$ cat config.mk
export PLATFORM = sky130hd
export DESIGN_NAME = mult_div_sequencer
export DESIGN_NICKNAME = d
export VERILOG_FILES = /design/src/rtl/mult_div_sequencer.sv
export SDC_FILE = /design/constraint.sdc
export NUM_CORES = 1
export LEC_CHECK = 0
export BUFFER_PORTS_ARGS = -buffer_cell sky130_fd_sc_hd__buf_2
export CAP_MARGIN = 20
export CORE_ASPECT_RATIO = 0.5
export CORE_MARGIN = 4
export CORE_UTILIZATION = 25
export DETAILED_ROUTE_END_ITERATION = 7
export GPL_TIMING_DRIVEN = 0
export PLACE_DENSITY_LB_ADDON = 0.05
export SETUP_SLACK_MARGIN = 0.1
export SYNTH_ARGS = -nofsm -noshare
export SYNTH_HDL_FRONTEND = slang
export SYNTH_SLANG_ARGS = --single-unit
$ cat constraint.sdc
create_clock -name CLK -period 4.59 [get_ports CLK]
set_input_delay 0.459 -clock CLK [delete_from_list [all_inputs] [get_ports CLK]]
set_output_delay 0.459 -clock CLK [all_outputs]
set_load 0.005 [all_outputs]
$ cat src/rtl/mult_div_sequencer.sv
// rtl/mult_div_sequencer.sv - iterative shift-add multiply / restoring divide sequencer for MULT/DIV opcodes
// Results land in HI/LO together with a one-cycle done pulse; Busy stalls the control FSM.
module mult_div_sequencer #(
    parameter int OPERAND_WIDTH = 32
) (
    input  logic                     CLK,
    input  logic                     RST_N,
    input  logic [OPERAND_WIDTH-1:0] Operand1,
    input  logic [OPERAND_WIDTH-1:0] Operand2,
    input  logic                     Signed_Op,
    input  logic                     mult_start,
    input  logic                     div_start,
    output logic [OPERAND_WIDTH-1:0] HI_OUT,
    output logic [OPERAND_WIDTH-1:0] LO_OUT,
    output logic                     Busy,
    output logic                     mult_div_done,
    output logic                     DZ_OUT
);
    localparam int N  = OPERAND_WIDTH;
    localparam int CW = $clog2(N) + 1;

    typedef enum logic [2:0] {S_IDLE, S_MULT, S_DIV, S_SIGN, S_DONE} state_t;

    state_t          state_q;
    logic [CW-1:0]   cnt_q;
    logic [N-1:0]    acc_q, sh_q, opd_q;
    logic [N-1:0]    res_hi_q, res_lo_q;
    logic [N-1:0]    hi_q, lo_q;
    logic            is_mult_q, neg_res_q, neg_rem_q, dz_pend_q;
    logic            busy_q, done_q, dz_q;

    logic            sign1, sign2;
    logic [N-1:0]    mag1, mag2;
    logic [N:0]      mul_sum;
    logic [N-1:0]    mul_acc_d, mul_sh_d;
    logic [N-1:0]    div_low, div_sub, div_acc_d, div_sh_d;
    logic            div_ge;
    logic [2*N-1:0]  prod_fix;
    logic [N-1:0]    quo_fix, rem_fix;

    always_comb begin
        sign1 = Signed_Op & Operand1[N-1];
        sign2 = Signed_Op & Operand2[N-1];
        // -(-2^(N-1)) wraps back to 2^(N-1), which is the correct N-bit unsigned magnitude
        mag1  = sign1 ? -Operand1 : Operand1;
        mag2  = sign2 ? -Operand2 : Operand2;

        // Multiply: {acc,sh} is the partial product, sh initially holds the multiplier
        mul_sum   = {1'b0, acc_q} + (sh_q[0] ? {1'b0, opd_q} : '0);
        mul_acc_d = mul_sum[N:1];
        mul_sh_d  = {mul_sum[0], sh_q[N-1:1]};

        // Divide: shifted remainder is N+1 bits; a set top bit always exceeds the divisor
        div_low   = {acc_q[N-2:0], sh_q[N-1]};
        div_ge    = acc_q[N-1] | (div_low >= opd_q);
        div_sub   = div_low - opd_q;
        div_acc_d = div_ge ? div_sub : div_low;
        div_sh_d  = {sh_q[N-2:0], div_ge};

        prod_fix  = neg_res_q ? -{acc_q, sh_q} : {acc_q, sh_q};
        quo_fix   = neg_res_q ? -sh_q : sh_q;
        rem_fix   = neg_rem_q ? -acc_q : acc_q;
    end

    always_ff @(posedge CLK or negedge RST_N) begin
        if (!RST_N) begin
            state_q   <= S_IDLE;
            cnt_q     <= '0;
            acc_q     <= '0;
            sh_q      <= '0;
            opd_q     <= '0;
            res_hi_q  <= '0;
            res_lo_q  <= '0;
            hi_q      <= '0;
            lo_q      <= '0;
            is_mult_q <= 1'b0;
            neg_res_q <= 1'b0;
            neg_rem_q <= 1'b0;
            dz_pend_q <= 1'b0;
            busy_q    <= 1'b0;
            done_q    <= 1'b0;
            dz_q      <= 1'b0;
        end else begin
            done_q <= 1'b0;
            dz_q   <= 1'b0;
            case (state_q)
                S_IDLE: begin
                    if (mult_start) begin
                        acc_q     <= '0;
                        sh_q      <= mag2;
                        opd_q     <= mag1;
                        cnt_q     <= CW'(N);
                        neg_res_q <= sign1 ^ sign2;
                        neg_rem_q <= 1'b0;
                        is_mult_q <= 1'b1;
                        dz_pend_q <= 1'b0;
                        busy_q    <= 1'b1;
                        state_q   <= S_MULT;
                    end else if (div_start) begin
                        busy_q    <= 1'b1;
                        is_mult_q <= 1'b0;
                        if (Operand2 == '0) begin
                            res_hi_q  <= Operand1;
                            res_lo_q  <= '1;
                            dz_pend_q <= 1'b1;
                            state_q   <= S_DONE;
                        end else begin
                            acc_q     <= '0;
                            sh_q      <= mag1;
                            opd_q     <= mag2;
                            cnt_q     <= CW'(N);
                            neg_res_q <= sign1 ^ sign2;
                            neg_rem_q <= sign1;
                            dz_pend_q <= 1'b0;
                            state_q   <= S_DIV;
                        end
                    end
                end
                S_MULT: begin
                    acc_q <= mul_acc_d;
                    sh_q  <= mul_sh_d;
                    cnt_q <= cnt_q - CW'(1);
                    if (cnt_q == CW'(1)) state_q <= S_SIGN;
                end
                S_DIV: begin
                    acc_q <= div_acc_d;
                    sh_q  <= div_sh_d;
                    cnt_q <= cnt_q - CW'(1);
                    if (cnt_q == CW'(1)) state_q <= S_SIGN;
                end
                S_SIGN: begin
                    if (is_mult_q) begin
                        res_hi_q <= prod_fix[2*N-1:N];
                        res_lo_q <= prod_fix[N-1:0];
                    end else begin
                        res_hi_q <= rem_fix;
                        res_lo_q <= quo_fix;
                    end
                    state_q <= S_DONE;
                end
                S_DONE: begin
                    // HI/LO are only published here so they never expose a pending result early
                    hi_q    <= res_hi_q;
                    lo_q    <= res_lo_q;
                    done_q  <= 1'b1;
                    dz_q    <= dz_pend_q;
                    busy_q  <= 1'b0;
                    state_q <= S_IDLE;
                end
                default: begin
                    busy_q  <= 1'b0;
                    state_q <= S_IDLE;
                end
            endcase
        end
    end

    assign HI_OUT        = hi_q;
    assign LO_OUT        = lo_q;
    assign Busy          = busy_q;
    assign mult_div_done = done_q;
    assign DZ_OUT        = dz_q;

endmodule

==> metrics.md <==
| Metric | Value |
|---|---|
| Status | `finished clean` |
| Area growth from synthesis to final layout | `17.6%` |
| Wire length after detailed routing | `78300 um` |
| Area share of the largest cell type after synthesis | `0.350` |
| Largest stage delay, worst path | `590 ps` |
| Power density of the placed cells | `858 nW/um2` |
| Worst endpoint data arrival time | `4730 ps` |
| Synth Area per Inst | `8.51 um2` |
| Total placed instance area | `19000 um2` |
| Clock tree from TritonCTS | `yes` |
| Number of nets at the end of the flow | `2333` |
| Ys Warns | `0` |
| Clock Path Buffers | `3` |
| H-tree levels | `1` |
| Cell repeated most along the worst path | `o211ai_1` |
| Maximum vdd drop | `0.000390 V` |
| Area of the multi-input gates | `10500 um2` |
| Number of top-level pins | `136` |
| HP Class | `in -> reg` |
| Worst-skew pair later-pin latency | `630 ps` |
| Initial antenna violation count | `4` |
| Ratio of routed vias to standard cells | `5.24` |
| CTS clk-pin slew, worst paths | `70 ps` |
| Worst Setup Start Kind | `register` |
| Final count of pins violating max slew | `0` |
| Drt first pass iters | `5` |
| Category of the worst setup path capture point | `register` |
| Setup repair after global routing missed its margin | `false` |
| Cell area after technology mapping | `17200 um2` |
| Floorplan die area | `73200 um2` |
| Post-synth top flop | `dfrtp_1` |
| Synthesized instance count | `2019` |
| Distinct cells, synth | `83` |
| Final total negative setup slack | `0 ps` |
| Fraction of power consumed by combinational cells | `0.598` |
| Register bit total from synthesis | `240` |
| Clock Skews | `24.6 ps` |
| Post-detailed-route DRC marker count | `0` |
| Detailed router's first-iteration violation count | `1304` |
| EDFF count, synth | `0` |
| Cell at the root of the clock tree | `clkbuf_16` |
| Area leader, netlist | `dfrtp_1` |
| Pin count of the biggest net entering global routing | `109` |
| Leftover overflow at the end of global routing | `0` |
| Total half-perimeter wirelength after legalization and detailed placement | `62000 um` |
| Count of input and output buffers | `135` |
| Dominant cell by count in the synthesized netlist | `dfrtp_1` |
| Die boundary width | `379 um` |
| Sw power | `8.75 mW` |
| Net count of the mapped netlist | `2160` |
| Initial core utilization | `0.255` |
| Design Power | `17.3 mW` |
| Fraction of final layout cells with drive strength greater than 1 | `0.148` |
| Residual antenna-violating net count after detailed routing | `0` |
| Net switching fraction of the power | `0.505` |
| Critical path buffer and inverter count | `3` |
| Worst-margin pin slew | `1200 ps` |
| P_leak | `8.58 nW` |
| Gr usage total | `0.208` |
| Largest fanout on the critical path | `10` |
| Sequential fraction of the synthesis area | `0.350` |
| Data required time at the worst endpoint | `5110 ps` |
| Number of vias in the routed layout | `16300` |
| Final critical path time including I/O delays and setup | `4210 ps` |
| Biggest area contributors in the synthesized netlist | `dfrtp_1 35%, a21oi_1 5.8%, nor2_1 5.1%, ha_1 5.1%, xnor2_1 5.0%` |
| Synth cell count leaders | `240 x dfrtp_1, 235 x nor2_1, 198 x a21oi_1` |
| Fillcell total | `7287` |
| Crit Path Category | `reg -> reg` |
| Final count of hold timing violations | `0` |
| Global placement routability congestion | `0.880` |
| Internal power | `8.57 mW` |
| Height of the chip | `193 um` |
| Total of endpoints with negative setup slack in the final report | `0` |
| Final routed wire length divided by cell count | `25.2 um` |
| Proportion of power drawn by flip-flops and latches | `0.248` |
| Part of the total power dissipated in the clock network | `0.154` |
| Critical Path Slowest Stage Cell | `or4_1` |
| Largest delay share family, worst path | `compound AO/OA/AOI/OAI gates` |
| Post-synth ARST share | `1.00` |
| Fin crit share | `0.918` |
| Maximum frequency from static timing analysis | `0.237 GHz` |
| Row Count | `67` |
| Area taken by flip-flops and latches | `6010 um2` |
| Relative slew margins | `0.201` |
| Max-cap violations | `0` |
| Number of sinks on the clock net | `240` |
| Vias in the first global route | `16000` |
| Total core area | `67500 um2` |
| Total clock buffers created by CTS | `29` |
| Final Instance Area | `20200 um2` |
| Wire length of the first global-routing pass | `113000 um` |
| Cells traversed along the worst timing path | `clkinvlp_4 > buf_4 > buf_2 > nor2_1 > ha_1 > nand2_1 > or4_1 > o41ai_2 > o21ai_0 > a21oi_1 > o211ai_1 > mux2_2 > o211ai_1` |
[final timing paths]
path | startpoint | endpoint | slack [ps] | cells past startpoint
setup reg to reg | sh_q[0]$_DFFE_PN0P_ | acc_q[29]$_DFFE_PN0P_ | 380 | 13
hold / removal | Operand1[22] | res_hi_q[22]$_DFFE_PN0P_ | 130 | 3
max in group asynchronous | RST_N | LO_OUT[13]$_DFFE_PN0P_ | 3290 | 3
setup / recovery | sh_q[0]$_DFFE_PN0P_ | acc_q[29]$_DFFE_PN0P_ | 380 | 13
min in group asynchronous | RST_N | acc_q[8]$_DFFE_PN0P_ | 340 | 2
hold reg to reg | res_hi_q[0]$_DFFE_PN0P_ | res_hi_q[0]$_DFFE_PN0P_ | 480 | 2
[logic make-up after synthesis]
group,share of synthesized area
flops,0.350
xor+xnor,0.0862
compound gates,0.234
simple gates,0.171
buf+inv,0.0427
fa+ha+maj,0.0533
mux,0.0627
[what timing repair did]
item	CTS	global route
resized for setup	5	12
setup endpoints to repair	27	19
endpoints found under the hold margin	39	0
pin swaps	1	0
buffers inserted	2	2
hold buffers	1	0
[worst min-delay path, cell delays in order]
cell and delay, ps:
buf_2 130, nand2_1 60, a31oi_1 70
[stage by stage]
stage	setup WS (ps)	hold slack [ps]	util	cells
global placement	-2220	461	0.281	3051
CTS	9.14	94.8	0.299	3110
finish	377	126	0.299	3112
detailed placement	-581	400	0.282	3054
floorplan	1340	163	-	2019
global route	133	124	0.299	3111
[final cells by class]
| class | count | share of cell area |
|---|---|---|
| inverters | 63 | 0.0119 |
| diodes | 1 | 0.000124 |
| multi-input cells | 1593 | 0.519 |
| repair buffers | 143 | 0.0389 |
| plain buffers | 122 | 0.0247 |
| clock buffers | 38 | 0.0396 |
| flip-flops and latches | 240 | 0.297 |
| clock inverters | 15 | 0.0130 |
| well taps | 897 | 0.0556 |
[routing by layer]
layer  share of wire  up-vias  wire (um)  global-route usage
met1            0.50     8142      39000               0.309
li1                -     7672          -                   -
met2            0.42      409      33100               0.311
met3           0.062       71       4820              0.0482
met4           0.017        0       1340              0.0355
met5               0        -          0                   0
[cell usage in the layout (no fill, tap or decap), types with 21 or more instances in the layout]
cell and n:
nor2_1 234, a221oi_1 21, a21oi_1 198, o21ai_0 167
a31oi_1 21, clkbuf_1 100, nor3_1 34, xnor2_1 99
a22oi_1 29, o211ai_1 26, clkbuf_16 29, a211oi_1 24
xor2_1 70, nand2_1 158, buf_2 152, ha_1 70
dfrtp_1 239, mux2i_1 30, nand3_1 31, mux2_2 69
inv_1 60, a21o_1 24
[power by group through the flow]
stage                     registers, mW  clock network (mW)  logic (mW)
after floorplan                    3.78                   0        6.93
after global placement             4.30                   0        10.3
after detailed placement           4.29                   0        10.2
after CTS                          4.26                2.75        10.3
after global routing               4.41                2.84        11.4
final                              4.29                2.68        10.4
[state kept, by name, summed over array words and instances (netlist names)]
signal	flops
Busy	1
DZ_OUT	1
HI_OUT	32
LO_OUT	32
acc_q	32
cnt_q	6
dz_pend_q	1
is_mult_q	1
mult_div_done	1
neg_rem_q	1
neg_res_q	1
opd_q	32
res_hi_q	32
res_lo_q	32
sh_q	32
state_q	3
(Power assumes the default switching activity.)
